[config.mk]
export PLATFORM = sky130hd
export DESIGN_NAME = rx_funcmod_flat
export DESIGN_NICKNAME = d
export VERILOG_FILES = /design/src/rtl/uart_pkg.sv /design/src/rtl/rx_funcmod_if.sv /design/src/rtl/rx_sync_edge.sv /design/src/rtl/rx_funcmod.sv /design/src/flat_wrapper.sv
export SDC_FILE = /design/constraint.sdc
export NUM_CORES = 1
export LEC_CHECK = 0
export BUFFER_PORTS_ARGS = -buffer_cell sky130_fd_sc_hd__buf_4
export CAP_MARGIN = 10
export CORE_ASPECT_RATIO = 0.9
export CORE_UTILIZATION = 55
export DETAILED_ROUTE_END_ITERATION = 10
export GPL_TIMING_DRIVEN = 1
export PLACE_DENSITY = 0.74
export REMOVE_ABC_BUFFERS = 1
export SYNTH_ARGS = -nofsm -noshare
export SYNTH_HDL_FRONTEND = slang
export SYNTH_SLANG_ARGS = --single-unit
[constraint.sdc]
create_clock -name CLOCK -period 3.7 [get_ports CLOCK]
set_input_delay 0.74 -clock CLOCK [delete_from_list [all_inputs] [get_ports CLOCK]]
set_output_delay 0.74 -clock CLOCK [all_outputs]
set_load 0.01 [all_outputs]
[src/rtl/uart_pkg.sv]
// ---------------------------------------------------------------------------
// uart_pkg
// Shared UART definitions.
// Contents:
//   - receiver state encoding
//   - default bit period
//   - synchroniser depth
//   - 8N1 frame constants
// Ports: none (package).
// ---------------------------------------------------------------------------
package uart_pkg;

   typedef enum logic [2:0] {
      IDLE,
      START,
      DATA,
      STOP,
      DONE,
      TURN
   } rx_state_t;

   localparam int unsigned DEF_BIT_CLKS = 434;   // 50 MHz / 115200 baud
   localparam int unsigned SYNC_STAGES  = 2;
   localparam int unsigned DATA_BITS    = 8;
   localparam logic        STOP_LEVEL   = 1'b1;

endpackage

[src/rtl/rx_funcmod_if.sv]
// ---------------------------------------------------------------------------
// rx_funcmod_if
// Call/done handshake between a stepped caller and rx_funcmod.
// Signals:
//   iCall  caller request, held high until oDone is seen
//   oDone  one-cycle completion pulse
//   oData  received byte
//   oErr   framing error, valid with oDone
// Modports:
//   master  the caller
//   slave   the receiver
// ---------------------------------------------------------------------------
interface rx_funcmod_if;
   import uart_pkg::*;

   logic                 iCall;
   logic                 oDone;
   logic [DATA_BITS-1:0] oData;
   logic                 oErr;

   modport master (output iCall, input  oDone, oData, oErr);
   modport slave  (input  iCall, output oDone, oData, oErr);

endinterface

[src/rtl/rx_sync_edge.sv]
// ---------------------------------------------------------------------------
// rx_sync_edge
// Synchronises the asynchronous serial input to CLOCK and detects falling
// edges on the synchronised line.
// Ports:
//   CLOCK  system clock
//   RESET  asynchronous, active-low reset
//   RXD    raw serial input, idle high
//   rxs    synchronised line level (reset 1)
//   fall   high for the one cycle in which rxs goes 1->0 (reset 0)
// ---------------------------------------------------------------------------
module rx_sync_edge
   import uart_pkg::*;
(
   input  logic CLOCK,
   input  logic RESET,
   input  logic RXD,
   output logic rxs,
   output logic fall
);

   logic [SYNC_STAGES-1:0] sync;
   logic                   rxs_prev;

   // Reset to the idle level so that leaving reset never looks like an edge.
   always_ff @(posedge CLOCK or negedge RESET) begin
      if (!RESET) begin
         sync     <= '1;
         rxs_prev <= 1'b1;
      end else begin
         sync     <= {sync[SYNC_STAGES-2:0], RXD};
         rxs_prev <= sync[SYNC_STAGES-1];
      end
   end

   assign rxs  = sync[SYNC_STAGES-1];
   assign fall = rxs_prev & ~rxs;

endmodule

[src/rtl/rx_funcmod.sv]
// ---------------------------------------------------------------------------
// rx_funcmod
// UART receiver function module, 8N1, LSB first.
// One iCall/oDone call returns one received byte.
// Parameters:
//   BIT_CLKS   clocks per bit period (>= 8)
//   HALF_CLKS  clocks from the detected start edge to the start-bit middle
// Ports:
//   CLOCK  system clock
//   RESET  asynchronous, active-low reset
//   RXD    serial input, idle high, asynchronous to CLOCK
//   bus    slave side of rx_funcmod_if
//            iCall  request, held high until oDone
//            oDone  one-cycle pulse
//            oData  byte, held until the next completed frame
//            oErr   framing error (stop bit sampled low)
// ---------------------------------------------------------------------------
module rx_funcmod
   import uart_pkg::*;
#(
   parameter int unsigned BIT_CLKS  = DEF_BIT_CLKS,
   parameter int unsigned HALF_CLKS = BIT_CLKS / 2
)
(
   input  logic         CLOCK,
   input  logic         RESET,
   input  logic         RXD,
   rx_funcmod_if.slave  bus
);

   localparam int unsigned CW = $clog2(BIT_CLKS);
   localparam int unsigned IW = $clog2(DATA_BITS);

   localparam logic [CW-1:0] BIT_TC   = CW'(BIT_CLKS - 1);
   localparam logic [CW-1:0] HALF_TC  = CW'(HALF_CLKS - 1);
   localparam logic [IW-1:0] LAST_BIT = IW'(DATA_BITS - 1);

   rx_state_t            state;
   rx_state_t            nxt;
   logic [CW-1:0]        cnt;
   logic [IW-1:0]        idx;
   logic [DATA_BITS-1:0] shift;
   logic                 rxs;
   logic                 fall;

   logic cnt_clr;
   logic cnt_inc;
   logic idx_clr;
   logic smp_data;
   logic smp_stop;
   logic done;

   rx_sync_edge u_sync (
      .CLOCK (CLOCK),
      .RESET (RESET),
      .RXD   (RXD),
      .rxs   (rxs),
      .fall  (fall)
   );

   always_ff @(posedge CLOCK or negedge RESET) begin
      if (!RESET)
         state <= IDLE;
      else
         state <= nxt;
   end

   // An abort from iCall takes priority over a sample due in the same cycle.
   // The counter only advances below its terminal count, so it saturates.
   always_comb begin
      nxt      = state;
      cnt_clr  = 1'b0;
      cnt_inc  = 1'b0;
      idx_clr  = 1'b0;
      smp_data = 1'b0;
      smp_stop = 1'b0;
      done     = 1'b0;
      unique case (state)
         IDLE: begin
            if (bus.iCall && fall) begin
               nxt     = START;
               cnt_clr = 1'b1;
            end
         end
         START: begin
            if (!bus.iCall) begin
               nxt = IDLE;
            end else if (cnt == HALF_TC) begin
               if (rxs) begin
                  nxt = IDLE;
               end else begin
                  nxt     = DATA;
                  cnt_clr = 1'b1;
                  idx_clr = 1'b1;
               end
            end else begin
               cnt_inc = 1'b1;
            end
         end
         DATA: begin
            if (!bus.iCall) begin
               nxt = IDLE;
            end else if (cnt == BIT_TC) begin
               smp_data = 1'b1;
               cnt_clr  = 1'b1;
               if (idx == LAST_BIT)
                  nxt = STOP;
            end else begin
               cnt_inc = 1'b1;
            end
         end
         STOP: begin
            if (!bus.iCall) begin
               nxt = IDLE;
            end else if (cnt == BIT_TC) begin
               smp_stop = 1'b1;
               nxt      = DONE;
            end else begin
               cnt_inc = 1'b1;
            end
         end
         DONE: begin
            done = 1'b1;
            nxt  = TURN;
         end
         TURN: begin
            nxt = IDLE;
         end
         default: begin
            nxt = IDLE;
         end
      endcase
   end

   always_ff @(posedge CLOCK or negedge RESET) begin
      if (!RESET) begin
         cnt       <= '0;
         idx       <= '0;
         shift     <= '0;
         bus.oData <= '0;
         bus.oErr  <= 1'b0;
      end else begin
         if (cnt_clr)
            cnt <= '0;
         else if (cnt_inc)
            cnt <= cnt + 1'b1;

         if (idx_clr)
            idx <= '0;
         else if (smp_data)
            idx <= idx + 1'b1;

         if (smp_data)
            shift[idx] <= rxs;

         if (smp_stop) begin
            bus.oData <= shift;
            bus.oErr  <= (rxs != STOP_LEVEL);
         end
      end
   end

   assign bus.oDone = done;

endmodule

[src/flat_wrapper.sv]
// flat-port wrapper written by rule: the top's interface ports become plain ports
module rx_funcmod_flat import uart_pkg::*;
#(
   parameter int unsigned BIT_CLKS  = DEF_BIT_CLKS,
   parameter int unsigned HALF_CLKS = BIT_CLKS / 2
)
  (CLOCK, RESET, RXD, bus_iCall, bus_oDone, bus_oData, bus_oErr);
  rx_funcmod_if bus_i ();
  input  logic CLOCK;
  input  logic RESET;
  input  logic RXD;
  input wire logic [$bits(bus_i.iCall)-1:0] bus_iCall;
  output wire logic [$bits(bus_i.oDone)-1:0] bus_oDone;
  output wire logic [$bits(bus_i.oData)-1:0] bus_oData;
  output wire logic [$bits(bus_i.oErr)-1:0] bus_oErr;
  assign bus_i.iCall = bus_iCall;
  assign bus_oDone = bus_i.oDone;
  assign bus_oData = bus_i.oData;
  assign bus_oErr = bus_i.oErr;
  rx_funcmod #(.BIT_CLKS(BIT_CLKS), .HALF_CLKS(HALF_CLKS)) u_core (.CLOCK(CLOCK), .RESET(RESET), .RXD(RXD), .bus(bus_i));
endmodule
; Word level (Yosys, flattened, before mapping)
; Cells that the tools add are included.
; Widths: inputs -> output; s select.
[classes]
addsub = 2
magnitude_cmp = 2
eq_ne = 12
mux = 33
bitwise_logic = 2
reduce_logical = 7
[ops]
columns = cell, n
row1 = $mux 3, 10
row2 = $mux 9, 2
row3 = $mux 1, 15
row4 = $pmux 3 s5, 1
row5 = $ne 3x2->1 const B, 4
row6 = $add 9x1->9 const B, 1
row7 = $eq 9x8->1 const B, 1
row8 = $eq 9x9->1 const B, 1
row9 = $bwmux 8, 1
row10 = $eq 3x2->1 const B, 2
row11 = $eq 3x3->1 const B, 2
row12 = $reduce_and 5->1, 1
row13 = $lt 3x4->1 const B, 1
row14 = $reduce_bool 2->1, 2
row15 = $add 3x1->3 const B, 1
row16 = $demux 1 s3, 1
row17 = $eq 3x1->1 const B, 1
row18 = $ge 3x1->1 const B, 1
row19 = $logic_not 3->1, 1
row20 = $pmux 1 s3, 1
row21 = $logic_and 1x1->1, 2
row22 = $mux 2, 1
row23 = $ne 2x1->1 const B, 1
row24 = $pmux 1 s2, 1
row25 = 3 further kinds, 3
[word_totals]
register_bits = 35
inputBits = 4
output_inout_bits = 10

; Depth between registers and ports, before layout
; Gate-level depths: netlist of run 1.
[logic_depth]
word_depth = 6
ltp_mapped = 6

; Cells and area by module
; From an unflattened synthesis of run 1, not the netlist that was laid out.
[hier_totals]
cells_unflattened = 157
area_unflattened_um2 = 1813.0
[modules_own_cells]
columns = module, instances, cells_each, area_each_um2, seq_area_each_um2
row1 = rx_funcmod, 1, 153, 1720.4, 800.8
row2 = rx_sync_edge, 1, 4, 92.6, 78.8

; Worst setup path after synthesis of run 1
; No wires, ideal clock.
[synth_timing]
path_kind = flip-flop to flip-flop
from = register u_core.idx[0]
to = register u_core.state[0]
setup_time_ns = 0.125
t_arrival_ns = 1.869
t_required_ns = 3.575
slack_ns = 1.706
path_stages_with_launch = 7
period_less_slack_ns = 1.994
path_cell_list = dfrtp_1 -> ha_1 -> ha_1 -> nand2b_1 -> a2111oi_1 -> nor3_2 -> mux2_4
[synth_via]
elab_chain_cells = 3
[synth_rtl]
columns = item, line_no
row1 = "start, declared", rx_funcmod.sv:41  ; logic [IW-1:0] idx;
row2 = "start signal, assigned", rx_funcmod.sv:151  ; idx <= idx + 1'b1;
row3 = $eq 3x3->1, rx_funcmod.sv:106  ; if (idx == LAST_BIT)
row4 = $ne 3x2->1 (no source line), --
row5 = $reduce_and 5->1 (no source line), --
row6 = "end signal, assigned", rx_funcmod.sv:65  ; state <= nxt;
row7 = "end, declared", rx_funcmod.sv:38  ; rx_state_t state;
; No other way between the ends.
; A chain may end at the register's enable or synchronous reset.

; Final worst setup path of run 1
[layout_timing]
from = register u_core.state[1]
to = output port bus_oDone
[layout_via]
elab_chain_cells = 2
[layout_rtl]
columns = item, line_no
row1 = $eq 3x3->1, rx_funcmod.sv:78  ; unique case (state)
row2 = $mux 1, rx_funcmod.sv:78
row3 = "end, declared", flat_wrapper.sv:13  ; output wire logic [$bits(bus_i.oDone)-1:0] bus_oDone;
; No other way between the ends.

==> results of run 1 <==
==> worst max-delay path by stage <==
| stage | to | slack [ns] |
|---|---|---|
| after CTS | bus_oDone | 1.43 |
| final | bus_oDone | 1.40 |
| after global placement | u_core.state[0] | 1.60 |
| after detailed placement | u_core.state[0] | 1.50 |
| after floorplan | u_core.state[0] | 1.71 |
| after global routing | bus_oDone | 1.29 |
==> cell usage after synthesis (all sizes together) <==
cell type,n,area share [%]
a2111oi,2,1.0
a211o,1,0.49
a211oi,1,0.70
a21bo,1,0.56
a21boi,2,0.84
a21oi,4,1.1
a311o,1,0.56
and3b,1,0.49
and4b,2,1.1
and4bb,3,2.5
buf,3,1.1
clkbuf,1,0.21
dfrtp,32,45
dfstp,3,4.4
ha,5,3.5
inv,6,1.3
mux2,17,11
mux2i,3,1.7
nand2,10,2.1
nand2b,2,0.70
nand3,2,1.3
nand3b,2,0.84
nand4,3,1.4
nor2,15,3.6
nor3,7,2.2
nor3b,2,0.84
nor4,5,1.7
nor4b,2,1.7
nor4bb,1,0.56
o211ai,2,1.1
o21ai,2,0.56
o41ai,1,0.49
or3,1,0.35
xnor2,6,2.9
xor2,1,0.49
==> state kept, by name (all words and copies together) (netlist names) <==
register and cells:
u_core.bus.oData 8, u_core.bus.oErr 1, u_core.cnt 9, u_core.idx 3, u_core.shift 8, u_core.state 3, u_core.u_sync.rxs_prev 1, u_core.u_sync.sync 2
==> power by group <==
group / switching [W] / leakage [nW] / internal [W] / total, W
sequential: 0.0000528 / 0.466 / 0.000415 / 0.000468
clock: 0.000127 / 0.0282 / 0.0000734 / 0.000200
combinational: 0.000107 / 0.428 / 0.0000831 / 0.000190
total: 0.000287 / 0.922 / 0.000572 / 0.000859
==> cell usage in the layout, fill, tap and decap left out, drive strengths merged, types with 3 or more instances in the layout <==
cell type  Yosys  layout
a21oi          4       4
and4bb         3       3
buf            3      13
clkbuf         1       6
dfrtp         32      32
dfstp          3       3
ha             5       5
inv            6       6
mux2          17      17
mux2i          3       3
nand2         10      10
nand4          3       3
nor2          15      15
nor3           7       7
nor4           5       5
xnor2          6       6
==> kinds of logic after synthesis <==
| logic type | count (synthesis) | synth area share, % |
|---|---|---|
| adder cells (fa/ha/maj) | 5 | 3.49 |
| AO/OA/AOI/OAI | 17 | 7.47 |
| AND/OR/NAND/NOR | 58 | 21.4 |
| buffers and inverters | 10 | 2.58 |
| XOR/XNOR | 7 | 3.42 |
| multiplexers | 20 | 12.6 |
| flip-flops | 35 | 49.1 |
==> critical path: stages, from the launching register on <==
cell and delay, ns:
dfrtp_1 0.52, nor2_1 0.42, nand2_1 0.12, inv_1 0.07, buf_4 0.11
==> per-stage QoR <==
| stage | util [%] | hold slack [ns] |
|---|---|---|
| 3_3_place_gp | 62.5 | 0.348 |
| 4_1_cts | 64.3 | 0.350 |
| 3_5_place_dp | 62.5 | 0.348 |
| 2_1_floorplan | - | 0.345 |
| 6_report | 64.3 | 0.340 |
| 5_1_grt | 64.3 | 0.354 |
==> metal layers <==
layer | vias to the layer above | share of wire (%) | global-route usage [%]
met4 | 0 | 0.82 | 7.31
met2 | 26 | 47 | 33.0
met5 | - | 0 | 0
met1 | 598 | 49 | 29.7
met3 | 4 | 4.0 | 4.92
li1 | 588 | - | -
==> cell type report <==
type	instances	area (um2)
tap	42	52.6
clock inverter	2	12.5
sequential	35	880
multi-input combinational	107	866
inverter	6	22.5
fill	242	1090
clock buffer	6	41.3
timing repair buffer	13	97.6
==> flow_metrics.env, run 1 <==
export IMPL_status="finished, final reports clean"
export IMPL_ctsHoldBuffers=0
export IMPL_initial_core_util_pct=58.4
export IMPL_clock_sinks=35
export IMPL_die_area_um2=3490
export IMPL_grt_use_total_pct=21.3
export IMPL_path_class="reg -> out"
export IMPL_detail_route_wl_per_cell_um=15.7
export IMPL_drt_vias_per_instance=5.76
export IMPL_cts_tree="yes"
export IMPL_instances_no_fill=211
export IMPL_cts_buffers=5
export IMPL_max_clock_freq_ghz=0.434
export IMPL_die_y_um=56.1
export IMPL_reg2reg_slack_ns=1.54
export IMPL_dr_first_iter_drc_count=61
export IMPL_post_cts_setup_buffer_count=0
export IMPL_required_ns=2.96
export IMPL_slew_headroom_pct=61.2
export IMPL_htreeDepth=2
export IMPL_worstMarginPinSlew_ns=0.581
export IMPL_placed_area_um2=1920
export IMPL_ys_warn_count=0
export IMPL_drv_cap=0
export IMPL_final_setup_tns_ns=0
export IMPL_hold_violations=0
export IMPL_worst_slack_ns=1.40
export IMPL_grt_pass1_vias=1218
export IMPL_num_nets_final=177
export IMPL_final_period_utilization_pct=62.2
export IMPL_slew_violations=0
export IMPL_min_path_type="in -> async"
export IMPL_synth_seq_cells=35
export IMPL_pin_count=14
export IMPL_start_kind="flip-flop"
export IMPL_drtPass1Iterations=4
export IMPL_powerDensity_nw_per_um2=435
export IMPL_root_buffer="clkbuf_4"
export IMPL_dpl_worst_slack_ns=1.50
export IMPL_area_growth_syn_to_layout_pct=10.1
export IMPL_drc=0
export IMPL_drt_wl_total_mm=3.31
export IMPL_grt_pass1_wl_mm=5.70
export IMPL_drive_above_1_share_pct=29.0
export IMPL_worstSetupEndpointType="output pin"
export IMPL_r2r_start="u_core.idx[0]"
export IMPL_synth_distinct_cells=46
export IMPL_worstRegToRegCells=6
export IMPL_synth_seq_area_share_pct=49.1
export IMPL_clkSlewWorstSetupHoldPaths_ns=0.10
export IMPL_syn_area_per_cell_um2=11.8
export IMPL_clock_skew_ns=0.00645
export IMPL_syn_cell_area_um2=1790
export IMPL_cp_arrival_ns=1.56
export IMPL_antenna_cells=0
export IMPL_num_rows=19
export IMPL_reg2reg_to="u_core.state[0]"
export IMPL_place_gp_congestion=0.841
export IMPL_min_period_ns=2.30
export IMPL_io_buffers=13
export IMPL_cp_startpoint="u_core.state[1]"
export IMPL_dp_cells=203
export IMPL_vias=1216
export IMPL_cts_resized=0
export IMPL_place_hpwl_mm=2.32
export IMPL_setup_viol=0
export IMPL_clk_latency_ns=0.33
export IMPL_worstPathMaxFanout=11
export IMPL_fin_total_pwr_w=0.000859
export IMPL_grt_overflow=0
export IMPL_stdcell_area_um2=1970
export IMPL_die_w_um=62.2
export IMPL_detail_route_antenna_nets=0
export IMPL_core_area_um2=3070
export IMPL_grt_max_degree=36
export IMPL_antenna_found_initial=0
export IMPL_power_leakage_nw=0.922
export IMPL_grt_setup_unrepaired="no"
export IMPL_clockBufferDepth=2
export IMPL_synth_cells=152
export IMPL_peakVddDrop_uv=284
(Power assumes the default switching activity.)
==> run 2: changes to the inputs <==
--- a/config.mk
+++ b/config.mk
@@ -5,13 +5,14 @@
 export SDC_FILE = /design/constraint.sdc
 export NUM_CORES = 1
 export LEC_CHECK = 0
+export ABC_AREA = 1
 export BUFFER_PORTS_ARGS = -buffer_cell sky130_fd_sc_hd__buf_4
 export CAP_MARGIN = 10
 export CORE_ASPECT_RATIO = 0.9
-export CORE_UTILIZATION = 55
+export CORE_UTILIZATION = 54
 export DETAILED_ROUTE_END_ITERATION = 10
 export GPL_TIMING_DRIVEN = 1
-export PLACE_DENSITY = 0.74
+export PLACE_DENSITY = 0.75
 export REMOVE_ABC_BUFFERS = 1
 export SYNTH_ARGS = -nofsm -noshare
 export SYNTH_HDL_FRONTEND = slang
==> constraint.sdc (replaced) <==
create_clock -name CLOCK -period 2.1 [get_ports CLOCK]
set_input_delay 0.42 -clock CLOCK [delete_from_list [all_inputs] [get_ports CLOCK]]
set_output_delay 0.42 -clock CLOCK [all_outputs]
set_load 0.01 [all_outputs]
==> run 2 against run 1 <==
Setup slack lost 1.1 ns. Clock skew down 0.0015 ns. First-iteration DRC count grew 44%. Clock power up 140%. Largest power group unchanged. Die area grew 11%. Critical endpoint unchanged. Via count grew 24%. Synthesized area increased by 9.3%. Routed wire length is 4.6% higher. Cell count rose by 44%. Critical path depth stayed put. Largest cell class is now multi-input combinational cells. Power is 120% higher.
==> flow_metrics.env, run 2 <==
export IMPL_cp_common_cell="nor2_1"
export IMPL_drt_wl_total_mm=3.46
export IMPL_num_rows=20
export IMPL_top_layer_used="met4"
export IMPL_grt_pass1_vias=1367
export IMPL_grt_max_degree=36
export IMPL_core_area_um2=3430
export IMPL_synth_area_leaders="dfrtp_1 (41%), nand2_1 (12%), inv_1 (5.6%)"
export IMPL_clock_sinks=35
export IMPL_antenna_cells=0
export IMPL_final_cell_mix="nand2_1 (62), dfrtp_1 (32), inv_1 (29), nor2_1 (28), nand3_1 (19)"
export IMPL_detail_route_wl_per_cell_um=11.4
export IMPL_worstSetupEndpointType="output pin"
export IMPL_initial_core_util_pct=57.1
export IMPL_max_clock_freq_ghz=0.568
export IMPL_final_setup_tns_ns=0
export IMPL_clockBufferDepth=2
export IMPL_slowest_delay_ns=0.43
export IMPL_dp_cells=295
export IMPL_die_w_um=65.5
export IMPL_final_period_utilization_pct=83.8
export IMPL_cts_tree="yes"
export IMPL_num_nets_final=267
export IMPL_slew_violations=0
export IMPL_grt_setup_unrepaired="no"
export IMPL_synthXorXnorAreaFrac_pct=2.68
export IMPL_drc=0
export IMPL_stdcell_area_um2=2150
export IMPL_placed_area_um2=2070
export IMPL_routed_wl_met3_um=160
export IMPL_required_ns=1.68
export IMPL_setup_viol=0
export IMPL_clkSlewWorstSetupHoldPaths_ns=0.07
export IMPL_worstRegToRegCells=11
export IMPL_syn_area_per_cell_um2=8.09
export IMPL_yosys_area_top_type="dfrtp_1"
export IMPL_slew_headroom_pct=71.1
export IMPL_cp_arrival_ns=1.34
export IMPL_status="finished, final reports clean"
export IMPL_fin_total_pwr_w=0.00192
export IMPL_area_growth_syn_to_layout_pct=9.84
export IMPL_top_register="u_core.cnt"
export IMPL_reg2reg_to="u_core.cnt[8]"
export IMPL_synth_distinct_cells=26
export IMPL_pin_count=14
export IMPL_r2r_start="u_core.cnt[0]"
export IMPL_path_class="reg -> out"
export IMPL_synth_seq_area_share_pct=44.9
export IMPL_synth_main_ff_cell="dfrtp_1"
export IMPL_place_gp_congestion=0.858
export IMPL_die_y_um=59.1
export IMPL_min_period_ns=1.76
export IMPL_drive_above_1_share_pct=20.5
export IMPL_synth_area_mux_share_pct=0
export IMPL_ctsHoldBuffers=0
export IMPL_drtPass1Iterations=4
export IMPL_grt_use_total_pct=21.2
export IMPL_start_kind="flip-flop"
export IMPL_slowest_stage="dfrtp_1"
export IMPL_path_cells="nor2_1, inv_1, nor2_1, buf_4"
export IMPL_worstMarginPinSlew_ns=0.433
export IMPL_ys_warn_count=0
export IMPL_dr_first_iter_drc_count=88
export IMPL_wl_met2_mm=1.50
export IMPL_wl_met1_mm=1.76
export IMPL_hold_violations=0
export IMPL_synth_top_family_by_area="simple AND/OR/NAND/NOR gates"
export IMPL_peakVddDrop_uv=548
export IMPL_synth_compound_area_share_pct=7.60
export IMPL_powerDensity_nw_per_um2=895
export IMPL_vias=1503
export IMPL_htreeDepth=2
export IMPL_synth_edf_count=0
export IMPL_synth_seq_cells=35
export IMPL_die_area_um2=3870
export IMPL_instances_no_fill=303
export IMPL_worstPathMaxFanout=5
export IMPL_final_common_cell="nand2_1"
export IMPL_drt_vias_per_instance=4.96
export IMPL_io_buffers=13
export IMPL_power_leakage_nw=1.13
export IMPL_clock_skew_ns=0.00497
export IMPL_grt_overflow=0
export IMPL_largest_reg_flops=9
export IMPL_cts_resized=0
export IMPL_synth_top_area_share_pct=40.9
export IMPL_syn_cell_area_um2=1960
export IMPL_yosysMostFrequentCell="nand2_1"
export IMPL_synthAdderAreaFrac_pct=3.19
export IMPL_post_cts_setup_buffer_count=0
export IMPL_drv_cap=0
export IMPL_grt_pass1_wl_mm=5.99
export IMPL_min_path_type="in -> async"
export IMPL_root_buffer="clkbuf_8"
export IMPL_antenna_found_initial=0
export IMPL_synthTopCellsByCount="nand2_1 (62), dfrtp_1 (32), inv_1 (29)"
export IMPL_detail_route_antenna_nets=0
export IMPL_reg_top3="u_core.cnt: 9 flops, u_core.bus.oData: 8 flops, u_core.shift: 8 flops"
export IMPL_reg2reg_slack_ns=0.41
export IMPL_place_hpwl_mm=2.52
export IMPL_cts_buffers=5
export IMPL_synth_cells=242
export IMPL_async_flop_share_pct=100
export IMPL_clk_latency_ns=0.29
export IMPL_synth_simple_area_share_pct=32.6
==> run 2: worst max-delay path by stage <==
| stage | start | end | slack [ns] | cells after the start |
|---|---|---|---|---|
| floorplan | u_core.cnt[0] | u_core.cnt[2] | 0.48 | 9 |
| global placement | u_core.cnt[0] | u_core.cnt[7] | 0.46 | 11 |
| detailed placement | u_core.cnt[0] | u_core.cnt[8] | 0.43 | 11 |
| CTS | u_core.state[1] | bus_oDone | 0.35 | 4 |
| global route | u_core.cnt[0] | u_core.cnt[8] | 0.22 | 11 |
| finish | u_core.state[1] | bus_oDone | 0.34 | 4 |
==> run 2: final cells by class <==
class	count	area [um2]
multi-input cells	169	902
clock inverters	2	12.5
well taps	44	55.1
inverters	33	124
fillers	303	1280
repair buffers	14	105
clock buffers	6	72.6
flip-flops and latches	35	880
==> run 2: worst max-delay path, delay by kind of cell, from the launching register on <==
family / cells / cell delay [ns]
buf+inv: 2 / 0.23
flops: 1 / 0.43
simple gates: 2 / 0.39
==> run 2: cell families after synthesis <==
logic type                 count (synthesis)
and+or+nand+nor                          134
buffers and inverters                     38
DFF                                       35
AOI/OAI and AO/OA                         24
xor gates and xnor gates                   6
adders and majority gates                  5
==> run 2: through the flow <==
step                worst slack, ns  utilization (%)  hold WS (ns)
finish                        0.340             62.7        0.0676
CTS                           0.347             62.7        0.0798
floorplan                     0.480                -         0.124
global route                  0.221             62.7        0.0851
global placement              0.461             60.3         0.346
detailed placement            0.426             60.3         0.348
==> run 2: metal layers <==
metal	GRT usage, %	vias to the layer above
met5	0	-
met3	8.65	5
li1	-	790
met4	5.90	0
met2	31.4	36
met1	28.7	672
==> run 2: where the power goes <==
| group | internal, W | total (W) | switching (W) |
|---|---|---|---|
| clock | 0.000232 | 0.000475 | 0.000244 |
| combinational | 0.000204 | 0.000565 | 0.000361 |
| sequential | 0.000764 | 0.000884 | 0.000120 |
==> run 3: changes to the inputs <==
==> constraint.sdc (replaced) <==
create_clock -name CLOCK -period 1.6 [get_ports CLOCK]
set_input_delay 0.32 -clock CLOCK [delete_from_list [all_inputs] [get_ports CLOCK]]
set_output_delay 0.32 -clock CLOCK [all_outputs]
set_load 0.01 [all_outputs]
==> run 3 against run 2 <==
Cell count grew 4.6%. Worst hold slack gained 0.073 ns. Power grew 49%. Combinational power grew 86%. Clock power grew 37%. Routed wire length grew 15%. Sequential share of layout area shrank 4.6 points. Largest cell class unchanged. Sequential cell count is the same. Setup slack lost 0.29 ns. Cell area grew 13%.
==> flow_metrics.env, run 3 (synthesis results as in run 2) <==
export IMPL_grt_pass1_wl_mm=6.18
export IMPL_drt_vias_per_instance=5.03
export IMPL_num_rows=20
export IMPL_worstSetupEndpointType="flip-flop"
export IMPL_grt_setup_unrepaired="yes"
export IMPL_min_path_type="in -> reg"
export IMPL_pin_count=14
export IMPL_cp_arrival_ns=1.76
export IMPL_die_w_um=65.5
export IMPL_setup_viol=0
export IMPL_final_common_cell="nand2_1"
export IMPL_grt_overflow=0
export IMPL_root_buffer="clkbuf_8"
export IMPL_cts_buffers=5
export IMPL_clockBufferDepth=2
export IMPL_max_clock_freq_ghz=0.646
export IMPL_grt_use_met1_pct=29.2
export IMPL_clkSlewWorstSetupHoldPaths_ns=0.07
export IMPL_min_period_ns=1.55
export IMPL_place_gp_congestion=0.839
export IMPL_stdcell_area_um2=2440
export IMPL_place_hpwl_mm=2.58
export IMPL_final_cell_mix="nand2_1 (53), dfrtp_1 (29), inv_1 (28), buf_4 (24), nor2_1 (21)"
export IMPL_clock_skew_ns=0.00694
export IMPL_slew_violations=0
export IMPL_die_area_um2=3870
export IMPL_top_register="u_core.cnt"
export IMPL_clock_sinks=35
export IMPL_io_buffers=13
export IMPL_start_kind="flip-flop"
export IMPL_vias=1596
export IMPL_power_leakage_nw=1.28
export IMPL_initial_core_util_pct=57.1
export IMPL_htreeDepth=2
export IMPL_fin_total_pwr_w=0.00286
export IMPL_drtPass1Iterations=4
export IMPL_path_class="reg -> reg"
export IMPL_worstPathMaxFanout=7
export IMPL_antenna_cells=0
export IMPL_placed_area_um2=2110
export IMPL_final_period_utilization_pct=96.7
export IMPL_met3_usage_pct=6.54
export IMPL_grt_max_degree=36
export IMPL_cts_tree="yes"
export IMPL_antenna_found_initial=0
export IMPL_drive_above_1_share_pct=34.1
export IMPL_area_growth_syn_to_layout_pct=24.4
export IMPL_num_nets_final=281
export IMPL_required_ns=1.82
export IMPL_detail_route_antenna_nets=0
export IMPL_top_usage_layer="met2"
export IMPL_grtUsageMet2_pct=32.8
export IMPL_core_area_um2=3430
export IMPL_peakVddDrop_uv=736
export IMPL_reg_top3="u_core.cnt: 9 flops, u_core.bus.oData: 8 flops, u_core.shift: 8 flops"
export IMPL_dr_first_iter_drc_count=102
export IMPL_grt_pass1_vias=1431
export IMPL_largest_reg_flops=9
export IMPL_drc=0
export IMPL_grt_use_total_pct=21.5
export IMPL_powerDensity_nw_per_um2=1170
export IMPL_drt_wl_total_mm=3.98
export IMPL_worstMarginPinSlew_ns=0.440
export IMPL_slew_headroom_pct=70.7
export IMPL_die_y_um=59.1
export IMPL_detail_route_wl_per_cell_um=12.6
export IMPL_hold_violations=0
export IMPL_drv_cap=0
export IMPL_clk_latency_ns=0.28
export IMPL_status="finished, final reports clean"
-- run 3: cell types whose count changed in the layout (fill, tap and decap cells not counted), sizes merged --
cell and delta:
dlygate4sd3 +1, clkinvlp -1, buf +13, clkbuf +1
-- run 3: path summary, 6_finish.rpt --
| path | from | end | slack, ns | depth (start not counted) |
|---|---|---|---|---|
| min in group asynchronous | RESET | u_core.bus.oErr | 0.52 | 2 |
| hold reg to reg | u_core.u_sync.sync[0] | u_core.u_sync.sync[1] | 0.36 | 0 |
| setup reg to reg | u_core.cnt[0] | u_core.cnt[3] | 0.05 | 9 |
| max in group asynchronous | RESET | u_core.u_sync.rxs_prev | 0.73 | 2 |
| hold / removal | RXD | u_core.u_sync.sync[0] | 0.14 | 1 |
| setup / recovery | u_core.cnt[0] | u_core.cnt[3] | 0.05 | 9 |
-- run 3: metal layers --
metal	vias up	routed length [um]
met5	-	0
met4	0	34
met3	4	192
met2	42	1900
met1	728	1860
li1	822	-
-- run 3: worst max-delay path, cell delays in order, from the launching register on --
cell and delay [ns]:
dfrtp_1 0.44, ha_4 0.19, nand2_4 0.06, nor2_4 0.04, nand3_2 0.08, nand2_1 0.10
nor2_4 0.26, buf_4 0.17, nand3_1 0.06, nand2_1 0.08
-- run 3: area by class of cell --
type,count,area (um2)
clock inverters,1,5.00
inverters,33,124
flip-flops and latches,35,883
repair buffers,28,233
well taps,44,55.1
fillers,261,992
clock buffers,7,86.3
multi-input cells,169,1050
-- run 3: power breakdown --
part | leakage [nW] | switching [W] | internal, W
combinational | 0.820 | 0.000608 | 0.000439
sequential | 0.414 | 0.000158 | 0.00101
clock | 0.0482 | 0.000301 | 0.000347
total | 1.28 | 0.00107 | 0.00180
-- run 3: stage by stage --
step | cells | setup slack (ns) | hold slack, ns | utilization (%) | setup TNS [ns]
floorplan | 237 | -0.0199 | 0.0244 | - | -0.140
global placement | 301 | 0.0147 | 0.298 | 61.6 | 0
detailed placement | 301 | -0.0220 | 0.299 | 61.6 | -0.0702
CTS | 313 | 0.00178 | 0.135 | 65.3 | 0
global route | 317 | -0.0381 | 0.129 | 71.1 | -0.282
finish | 317 | 0.0532 | 0.141 | 71.1 | 0
-- run 3: repair_timing --
action	4_1_cts	5_1_grt
setup endpoints to repair	8	28
resized for setup	1	47
pin swaps	0	15
hold buffers	1	0
buffers inserted	3	4
hold endpoints to repair	32	0
